**src/rtl/serial_adder.sv**
```systemverilog
// Bit-serial adder: one full-adder step per clock, LSB first, result registered on completion.
// Optional carry-in port enabled by defining SERIAL_ADDER_CIN_EN.
module serial_adder #(
  parameter int WIDTH = 4
) (
  input  logic             clk,
  input  logic             rst,
  input  logic             start,
  input  logic [WIDTH-1:0] a,
  input  logic [WIDTH-1:0] b,
`ifdef SERIAL_ADDER_CIN_EN
  input  logic             cin,
`endif
  output logic             busy,
  output logic             done,
  output logic [WIDTH-1:0] sum,
  output logic             cout
);

  localparam int CW = $clog2(WIDTH + 1);
  localparam logic [CW-1:0] LAST = CW'(WIDTH - 1);

  typedef enum logic [1:0] {IDLE, RUN, DONE} state_e;

  state_e           state_q, state_d;
  logic [WIDTH-1:0] a_sh_q, a_sh_d;
  logic [WIDTH-1:0] b_sh_q, b_sh_d;
  logic [WIDTH-1:0] sum_sh_q, sum_sh_d;
  logic             carry_q, carry_d;
  logic [CW-1:0]    cnt_q, cnt_d;
  logic [WIDTH-1:0] sum_q, sum_d;
  logic             cout_q, cout_d;
  logic             carry_seed;
  logic [1:0]       fa;
  logic [WIDTH-1:0] sum_shift;

`ifdef SERIAL_ADDER_CIN_EN
  assign carry_seed = cin;
`else
  assign carry_seed = 1'b0;
`endif

  // Returns {carry_out, sum_bit}
  function automatic logic [1:0] full_add(input logic x, input logic y, input logic c);
    return {(x & y) | (x & c) | (y & c), x ^ y ^ c};
  endfunction

  always_comb begin
    state_d   = state_q;
    a_sh_d    = a_sh_q;
    b_sh_d    = b_sh_q;
    sum_sh_d  = sum_sh_q;
    carry_d   = carry_q;
    cnt_d     = cnt_q;
    sum_d     = sum_q;
    cout_d    = cout_q;
    fa        = full_add(a_sh_q[0], b_sh_q[0], carry_q);
    sum_shift = sum_sh_q >> 1;
    sum_shift[WIDTH-1] = fa[0];

    case (state_q)
      IDLE: begin
        if (start) begin
          a_sh_d   = a;
          b_sh_d   = b;
          sum_sh_d = '0;
          carry_d  = carry_seed;
          cnt_d    = '0;
          state_d  = RUN;
        end
      end
      RUN: begin
        a_sh_d   = a_sh_q >> 1;
        b_sh_d   = b_sh_q >> 1;
        sum_sh_d = sum_shift;
        carry_d  = fa[1];
        cnt_d    = cnt_q + CW'(1);
        // The last bit is folded straight into the result so done appears with it.
        if (cnt_q == LAST) begin
          sum_d   = sum_shift;
          cout_d  = fa[1];
          state_d = DONE;
        end
      end
      DONE:    state_d = IDLE;
      default: state_d = IDLE;
    endcase
  end

  always_ff @(posedge clk) begin
    if (rst) begin
      state_q  <= IDLE;
      a_sh_q   <= '0;
      b_sh_q   <= '0;
      sum_sh_q <= '0;
      carry_q  <= 1'b0;
      cnt_q    <= '0;
      sum_q    <= '0;
      cout_q   <= 1'b0;
    end else begin
      state_q  <= state_d;
      a_sh_q   <= a_sh_d;
      b_sh_q   <= b_sh_d;
      sum_sh_q <= sum_sh_d;
      carry_q  <= carry_d;
      cnt_q    <= cnt_d;
      sum_q    <= sum_d;
      cout_q   <= cout_d;
    end
  end

  assign busy = (state_q == RUN);
  assign done = (state_q == DONE);
  assign sum  = sum_q;
  assign cout = cout_q;

endmodule

```
**config.mk**
```make
export PLATFORM = sky130hd
export DESIGN_NAME = serial_adder
export DESIGN_NICKNAME = d
export VERILOG_FILES = /design/src/rtl/serial_adder.sv
export SDC_FILE = /design/constraint.sdc
export NUM_CORES = 1
export LEC_CHECK = 0
export ABC_AREA = 1
export CELL_PAD_IN_SITES_DETAIL_PLACEMENT = 0
export CELL_PAD_IN_SITES_GLOBAL_PLACEMENT = 1
export CORE_UTILIZATION = 34
export CTS_BUF_LIST = sky130_fd_sc_hd__clkbuf_2
export CTS_CLUSTER_DIAMETER = 30
export DETAILED_ROUTE_END_ITERATION = 8
export PLACE_DENSITY_LB_ADDON = 0.1
export SETUP_SLACK_MARGIN = 0.5
export SLEW_MARGIN = 20
export SYNTH_ARGS = -nofsm -noshare
export SYNTH_HDL_FRONTEND = slang
export SYNTH_SLANG_ARGS = --single-unit
export TNS_END_PERCENT = 1
```
**constraint.sdc**
```tcl
create_clock -name clk -period 1.2 [get_ports clk]
set_input_delay 0.24 -clock clk [delete_from_list [all_inputs] [get_ports clk]]
set_output_delay 0.24 -clock clk [all_outputs]
set_load 0.02 [all_outputs]
```
==> qor.txt, run 1 <==
CORE AREA -> 2730 µm²
Synth Instances -> 129
IO Port Bufs -> 17
Synth async-reset ratio -> 0
Synth area leaders -> dfxtp_1 (45%), nand3_1 (14%), nand2_1 (9.2%), a21oi_1 (6.1%), inv_1 (5.0%)
Post-route minimum period -> 1230 ps
Flops & latches, synth -> 22
WHS -> 441 ps
Total setup buffers inserted after CTS -> 0
Area of the mapped netlist -> 981 µm²
EDFF count, synth -> 0
Post-synthesis simple-gate area fraction -> 0.314
Ratio of cells with drive above 1 in the final layout -> 0.335
Post-synth top cells -> nand3_1 (28), nand2_1 (24), dfxtp_1 (22)
Crit-path cells -> inv_4 -> nand2_4 -> inv_4 -> buf_6
Final core occ -> 0.518
CTS tree -> built
Worst path max stage delay -> 410 ps
Largest area contributor in the netlist -> dfxtp_1
Placer Congestion -> 0.726
Slowest CP cell -> dfxtp_2
Worst IR Drop VDD -> 0.000769 V
Die area -> 3100 µm²
Syn_area_per_cell -> 7.60 µm²
Failing checks -> negative setup slack
Initial DRC Count -> 28
Vias -> 921
Drt wl/cell -> 11.6 µm
Most used cell along the critical path -> inv_4
Post-synthesis mux area share -> 0
Root Driver -> clkbuf_2
RSZ-0062 raised after global routing -> yes
Worst-Skew Late Latency -> 340 ps
Final WS setup -> -31.1 ps
Total Wirelength -> 2.23 mm
Die H -> 55.7 µm
Global Route Usage Sum -> 0.159
DR vias/cell -> 4.80
CP Capture Type -> output pin
Max-slew violations -> 0
HPWL Detailed -> 1.56 mm
Starting density of the core -> 0.359
Clock Tree Buf Depth -> 2
Worst hold-check path type -> input pin to register
Main combinational cell family by area after synthesis -> simple AND/OR/NAND/NOR gates
Static Leak -> 0.612 nW
GR Overflow Total -> 0
Synth Area in Adders -> 0.0459
Status -> finished with violations
Pwr Density -> 1110 nW/µm²
Drt first pass iters -> 4
Compound-gate portion of the synthesized area -> 0.0880
Critical path fanouts, max -> 3
Row cnt -> 19
Dpl ws -> -149 ps
Largest net degree at the start of global routing -> 22
Max Cap Viol -> 0
Peak Freq -> 0.812 GHz
Main synth FF type -> dfxtp_1
Finished Cell Area -> 1420 µm²
Critical Path Source Type -> register
Worst slew pin tran -> 241 ps
Hold buffer count at CTS -> 0
Setup violations, final -> 2
Worst-path clk slew -> 220 ps
DR DRC count -> 0
Rel. slew slack -> 0.840
Die W -> 55.7 µm
Global-route wire length before repair -> 3.85 mm
Vias in the first global route -> 848
Diode count -> 0
CTS Buf Count -> 3
Data arrival, critical path -> 990 ps
Max Clock Skew -> 18.3 ps
Post-synthesis cell type count -> 20
Layout area overhead -> 44.3%
Ys Warns -> 0
Post-Syn Nets -> 143
Clock sink total -> 22
Register area share after synthesis -> 0.449
Most frequent cell after synthesis -> nand3_1
Met3 usage -> 0.0233
Hold violation count in the final report -> 0
Global routing's busiest layer -> met2
Synth Area in XOR/XNOR -> 0
Met2 Use GR -> 0.243
Layout Nets -> 176
Final period util -> 1.03
H-tree Lvls -> 1
Grt met1 use -> 0.220
DP Area -> 1280 µm²
Worst reg2reg setup slack -> 30 ps
Initial antenna violation count -> 0
Critical path class -> register to output pin
Post-route ant nets -> 0
Post-synth top area share -> 0.449
Ports -> 18
Required time worst endpoint -> 960 ps
==> worst max-delay path, delay by kind of cell (launching register included) <==
| family | cells | cell delay [ps] |
|---|---|---|
| buf+inv | 3 | 200 |
| flops | 1 | 410 |
| simple gates | 1 | 60 |
==> state kept, by name, summed over array words and instances, names as in the netlist <==
name      count
cnt_q         3
sum_sh_q      3
b_sh_q        4
state_q       2
carry_q       1
sum           4
cout          1
a_sh_q        4
==> logic make-up (layout without fill, tap and decap cells) <==
family          Yosys count  after routing
flops                    22             22
fa+ha+maj                 3              3
compound gates           16             16
buf+inv                  22             54
simple gates             66             66
==> what timing repair did <==
action,in CTS,in global routing
pin swaps,13,8
endpoints found under the setup margin,29,29
endpoints found under the hold margin,0,0
resized for setup,57,12
==> placed cells by master, fill, tap and decap left out, types with 3 or more instances in the layout <==
cell	n
clkbuf_2	3
buf_6	10
nor2_1	6
inv_1	11
dfxtp_2	11
buf_4	13
inv_4	3
a21oi_1	12
nand3_1	28
nand2_1	23
dfxtp_1	11
clkdlybuf4s50_1	10
==> per-stage QoR <==
step / total power [mW] / std cells / setup TNS, ps
2_1_floorplan: 0.925 / 129 / 0
3_3_place_gp: 1.03 / 188 / -1950
3_5_place_dp: 1.03 / 188 / -2080
4_1_cts: 1.58 / 192 / -329
5_1_grt: 1.64 / 192 / -299
6_report: 1.57 / 192 / -59.5
==> power breakdown <==
group	internal, mW	leakage (nW)	switching [mW]
Clock	0.287	0.0266	0.246
Sequential	0.764	0.184	0.0220
Combinational	0.126	0.401	0.123
==> path summary, 6_finish.rpt <==
| kind | from | end | cells after the start |
|---|---|---|---|
| worst max-delay path | state_q[1] | busy | 4 |
| worst min-delay path | a[3] | a_sh_q[3] | 3 |
| worst max register to register | state_q[1] | cnt_q[0] | 6 |
| worst min register to register | sum_sh_q[3] | sum[2] | 2 |
==> layer usage <==
metal  up-vias  wire length [µm]
met1       426              1140
met3         2                59
met4         0                16
met2        12              1020
li1        481                 -
met5         -                 0
==> layout make-up <==
type | instances | area [µm²]
Fill cell | 279 | 1320
Multi-Input combinational cell | 85 | 495
Sequential cell | 22 | 454
Timing Repair Buffer | 33 | 310
Inverter | 17 | 71.3
Tap cell | 31 | 38.8
Clock inverter | 1 | 30.0
Clock buffer | 3 | 15.0
Note: power is estimated with default switching activity, not from simulation.
==> run 2: changes to the inputs <==
--- a/config.mk
+++ b/config.mk
@@ -6,7 +6,7 @@
 export NUM_CORES = 1
 export LEC_CHECK = 0
 export ABC_AREA = 1
-export CELL_PAD_IN_SITES_DETAIL_PLACEMENT = 0
+export CELL_PAD_IN_SITES_DETAIL_PLACEMENT = 1
 export CELL_PAD_IN_SITES_GLOBAL_PLACEMENT = 1
 export CORE_UTILIZATION = 34
 export CTS_BUF_LIST = sky130_fd_sc_hd__clkbuf_2
==> qor.txt, run 2 (synthesis gave the netlist of run 1 again) <==
Status -> finished with violations
Failing checks -> negative setup slack
Worst slew pin tran -> 252 ps
Die W -> 55.7 µm
Hold buffer count at CTS -> 0
Met2 Use GR -> 0.294
HPWL Detailed -> 1.85 mm
Die area -> 3100 µm²
Peak Freq -> 0.802 GHz
Final period util -> 1.04
Clock Tree Buf Depth -> 2
Max-slew violations -> 0
Cells after DPL -> 188
Global-route wire length before repair -> 4.34 mm
Final Non-Filler Cells -> 192
Vias -> 934
Pwr Density -> 1120 nW/µm²
Reg area -> 454 µm²
Ratio of cells with drive above 1 in the final layout -> 0.323
Initial DRC Count -> 10
Global Route Usage Sum -> 0.180
Total Wirelength -> 2.54 mm
Crit-path cells -> inv_4 -> nor2_2 -> buf_4
IO Port Bufs -> 17
Slowest CP cell -> dfxtp_2
Hold violation count in the final report -> 0
Final WS setup -> -46.6 ps
Vias in the first global route -> 949
Global routing's busiest layer -> met2
Drt first pass iters -> 4
DR DRC count -> 0
CP Capture Type -> output pin
CTS tree -> built
Most frequent cells in the layout -> nand3_1 (28), nand2_1 (23), buf_4 (13)
Max Clock Skew -> 18.7 ps
Largest net degree at the start of global routing -> 22
Layout fillers -> 345
Worst-Skew Late Latency -> 340 ps
Met3 usage -> 0.0233
Total setup buffers inserted after CTS -> 0
Layout area overhead -> 42.7%
Post-route ant nets -> 0
Placer Congestion -> 0.726
Row cnt -> 19
Initial antenna violation count -> 0
Ports -> 18
Max Cap Viol -> 0
Setup violations, final -> 3
Die H -> 55.7 µm
Total power -> 1.57 mW
Post-route minimum period -> 1250 ps
Drt wl/cell -> 13.2 µm
Required time worst endpoint -> 960 ps
Root Driver -> clkbuf_2
Static Leak -> 0.610 nW
Worst IR Drop VDD -> 0.000661 V
GR Overflow Total -> 0
Critical Path Source Type -> register
CORE AREA -> 2730 µm²
DR vias/cell -> 4.86
Clock sink total -> 22
Critical path class -> register to output pin
CP bufs+invs -> 2
Worst hold-check path type -> input pin to register
Starting density of the core -> 0.359
H-tree Lvls -> 1
Layout Nets -> 176
Crit-path leading delay family -> flip-flops
Rel. slew slack -> 0.832
Diode count -> 0
Data arrival, critical path -> 1010 ps
Worst-path clk slew -> 240 ps
Grt met1 use -> 0.235
Commonest non-fill, non-tap cell in the layout -> nand3_1
Multi-input gate area -> 483 µm²
Critical path fanouts, max -> 3
Dpl ws -> -150 ps
Worst path max stage delay -> 410 ps
CTS Buf Count -> 3
RSZ-0062 raised after global routing -> yes
-- run 2: per-layer routing --
layer  vias up  wire (µm)
li1        476          -
met5         -          0
met4         0         21
met2        12       1250
met3         2         56
met1       444       1210
-- run 2: power by group --
part | total [mW] | leakage (nW) | switching, mW | internal (mW)
sequential | 0.787 | 0.184 | 0.0231 | 0.764
combinational | 0.256 | 0.399 | 0.129 | 0.127
clock | 0.532 | 0.0266 | 0.245 | 0.287
-- run 2: layout make-up --
cell class | count | area share
Multi-Input combinational cell | 85 | 0.345
Clock inverter | 1 | 0.0214
Sequential cell | 22 | 0.324
Timing Repair Buffer | 33 | 0.222
Inverter | 17 | 0.0492
Clock buffer | 3 | 0.0107
Tap cell | 31 | 0.0277
-- run 2: repair_timing --
item                                    4_1_cts  5_1_grt
pin swaps                                    13        6
hold endpoints to repair                      0        0
endpoints found under the setup margin       29       29
gates resized for setup                      61        4
-- run 2: worst paths after layout --
check	startpoint	to	slack [ps]	cells after the start
worst max-delay path	state_q[1]	done	-50	3
worst min-delay path	b[3]	b_sh_q[3]	440	3
worst max register to register	state_q[1]	cnt_q[0]	-10	6
worst min register to register	sum_sh_q[3]	sum[2]	480	2
-- run 2: stage by stage --
stage          hold WS, ps  TNS (ps)   util  area (µm²)
2_1_floorplan          302         0      -         986
3_3_place_gp           456     -1950  0.468        1280
3_5_place_dp           465     -2220  0.468        1280
4_1_cts                431      -305  0.506        1380
5_1_grt                449     -1080  0.512        1400
6_report               443      -107  0.512        1400
-- run 2: worst reg2reg max path, cell delays in order (launching register included) --
cell and delay [ps]:
dfxtp_2 410, inv_4 50, nand2_4 50, buf_4 260, nand2_4 110, buf_4 150
a21oi_1 120
==> run 3: changes to the inputs <==
--- a/config.mk
+++ b/config.mk
@@ -8,11 +8,12 @@
 export ABC_AREA = 1
 export CELL_PAD_IN_SITES_DETAIL_PLACEMENT = 1
 export CELL_PAD_IN_SITES_GLOBAL_PLACEMENT = 1
+export CORE_MARGIN = 2
 export CORE_UTILIZATION = 34
 export CTS_BUF_LIST = sky130_fd_sc_hd__clkbuf_2
 export CTS_CLUSTER_DIAMETER = 30
 export DETAILED_ROUTE_END_ITERATION = 8
-export PLACE_DENSITY_LB_ADDON = 0.1
+export PLACE_DENSITY = 0.73
 export SETUP_SLACK_MARGIN = 0.5
 export SLEW_MARGIN = 20
 export SYNTH_ARGS = -nofsm -noshare
==> constraint.sdc (replaced) <==
create_clock -name clk -period 1.2 [get_ports clk]
set_input_delay 0.12 -clock clk [delete_from_list [all_inputs] [get_ports clk]]
set_output_delay 0.12 -clock clk [all_outputs]
set_load 0.02 [all_outputs]
==> qor.txt, run 3 (synthesis gave the netlist of run 1 again) <==
Post-route ant nets -> 0
Die area -> 3330 µm²
Max Clock Skew -> 10.7 ps
Crit-path cells -> fa_1 -> nand2_1 -> a21oi_1
Vias -> 963
Status -> finished clean
Die W -> 57.7 µm
Clock Tree Buf Depth -> 2
Drt first pass iters -> 4
RSZ-0062 raised after global routing -> yes
Sw Pwr -> 0.403 mW
CP Capture Type -> register
Placer Congestion -> 0.811
Pint -> 1.18 mW
Global Route Usage Sum -> 0.176
Worst IR Drop VDD -> 0.000797 V
Cells after DPL -> 188
Row cnt -> 19
Hold violation count in the final report -> 0
CORE AREA -> 2760 µm²
Worst path max stage delay -> 550 ps
IO Port Bufs -> 17
Vias in the first global route -> 1008
Initial DRC Count -> 19
Final WS setup -> 34.3 ps
Root Driver -> clkbuf_2
Rel. slew slack -> 0.835
Data arrival, critical path -> 1450 ps
Layout area overhead -> 42.6%
Worst hold-check path type -> input pin to register
Initial antenna violation count -> 0
DR vias/cell -> 4.96
Crit-path leading delay family -> adder cells
Hold buffer count at CTS -> 0
HPWL Detailed -> 1.98 mm
Total Wirelength -> 2.71 mm
Sequential fraction of design power -> 0.497
Worst R2R Start -> carry_q
WHS -> 326 ps
Ratio of cells with drive above 1 in the final layout -> 0.319
Hold Path Origin -> b[3]
Worst Hold End -> b_sh_q[3]
Worst reg2reg setup slack -> 30 ps
Cells on worst reg2reg path -> 3
Clk pwr share -> 0.336
Critical path fanouts, max -> 2
Most frequent cells in the layout -> nand3_1 (28), nand2_1 (23), dfxtp_1 (16), buf_4 (16), a21oi_1 (12)
Starting density of the core -> 0.356
CTS tree -> built
Setup TNS -> 0 ps
Worst-path clk slew -> 240 ps
Final period util -> 0.971
Pwr Density -> 1130 nW/µm²
Global-route wire length before repair -> 4.64 mm
Hold Crit Depth -> 3
Slowest CP cell -> fa_1
Diode count -> 0
Final Non-Filler Cells -> 194
Worst-Skew Late Latency -> 330 ps
CTS Buf Count -> 3
DP Area -> 1280 µm²
Critical R2R Capture -> sum_sh_q[3]
Critical Path Source Type -> register
H-tree Lvls -> 1
Largest net degree at the start of global routing -> 14
DR DRC count -> 0
GR Overflow Total -> 0
Gate power share -> 0.168
Post-route minimum period -> 1170 ps
Ports -> 18
Finished Cell Area -> 1400 µm²
Max Cap Viol -> 0
CP bufs+invs -> 0
Die H -> 57.7 µm
Final core occ -> 0.507
Dpl ws -> -42.3 ps
Drt wl/cell -> 14.0 µm
Peak Freq -> 0.858 GHz
Static Leak -> 0.610 nW
Worst slew pin tran -> 246 ps
Total power -> 1.58 mW
Critical path class -> register to register
Setup violations, final -> 0
Max-slew violations -> 0
Commonest non-fill, non-tap cell in the layout -> nand3_1
Layout Nets -> 178
Sw frac -> 0.255
Clock sink total -> 22
Required time worst endpoint -> 1480 ps
-- run 3: power groups by stage --
stage	sequential [mW]	combinational (mW)	clock [mW]
CTS	0.787	0.242	0.542
floorplan	0.790	0.135	0
global placement	0.796	0.232	0
global route	0.793	0.294	0.574
finish	0.787	0.266	0.532
detailed placement	0.797	0.240	0
-- run 3: layout make-up --
type,instances,area [µm²]
Tap cell,31,38.8
Clock inverter,1,30.0
Inverter,17,68.8
Clock buffer,3,15.0
Timing Repair Buffer,35,290
Sequential cell,22,448
Multi-Input combinational cell,85,508
Fill cell,363,1360
-- run 3: how the worst max path moves through the flow --
| stage | end | slack (ps) | depth (start not counted) | from |
|---|---|---|---|---|
| detailed placement | a_sh_q[3] | -40 | 5 | start |
| CTS | sum[2] | 10 | 8 | cnt_q[1] |
| finish | sum_sh_q[3] | 30 | 3 | carry_q |
| global route | sum[2] | -40 | 8 | cnt_q[0] |
| floorplan | cnt_q[2] | 110 | 4 | cnt_q[0] |
| global placement | busy | -30 | 3 | state_q[0] |
-- run 3: per-layer routing --
layer	GRT usage	vias up	wire length [µm]
li1	-	482	-
met1	0.233	475	1230
met2	0.312	6	1440
met3	0.0201	0	44
met4	0.0299	0	0
met5	0	-	0
-- run 3: tightest hold or removal path, stage by stage --
cell and delay, ps:
clkdlybuf4s50_1 400, nand2_1 70, a21oi_1 50
-- run 3: timing repair --
| item | 4_1_cts | 5_1_grt |
|---|---|---|
| pin swaps | 6 | 11 |
| resized for setup | 24 | 26 |
| setup endpoints to repair | 29 | 29 |
| setup buffers | 1 | 1 |
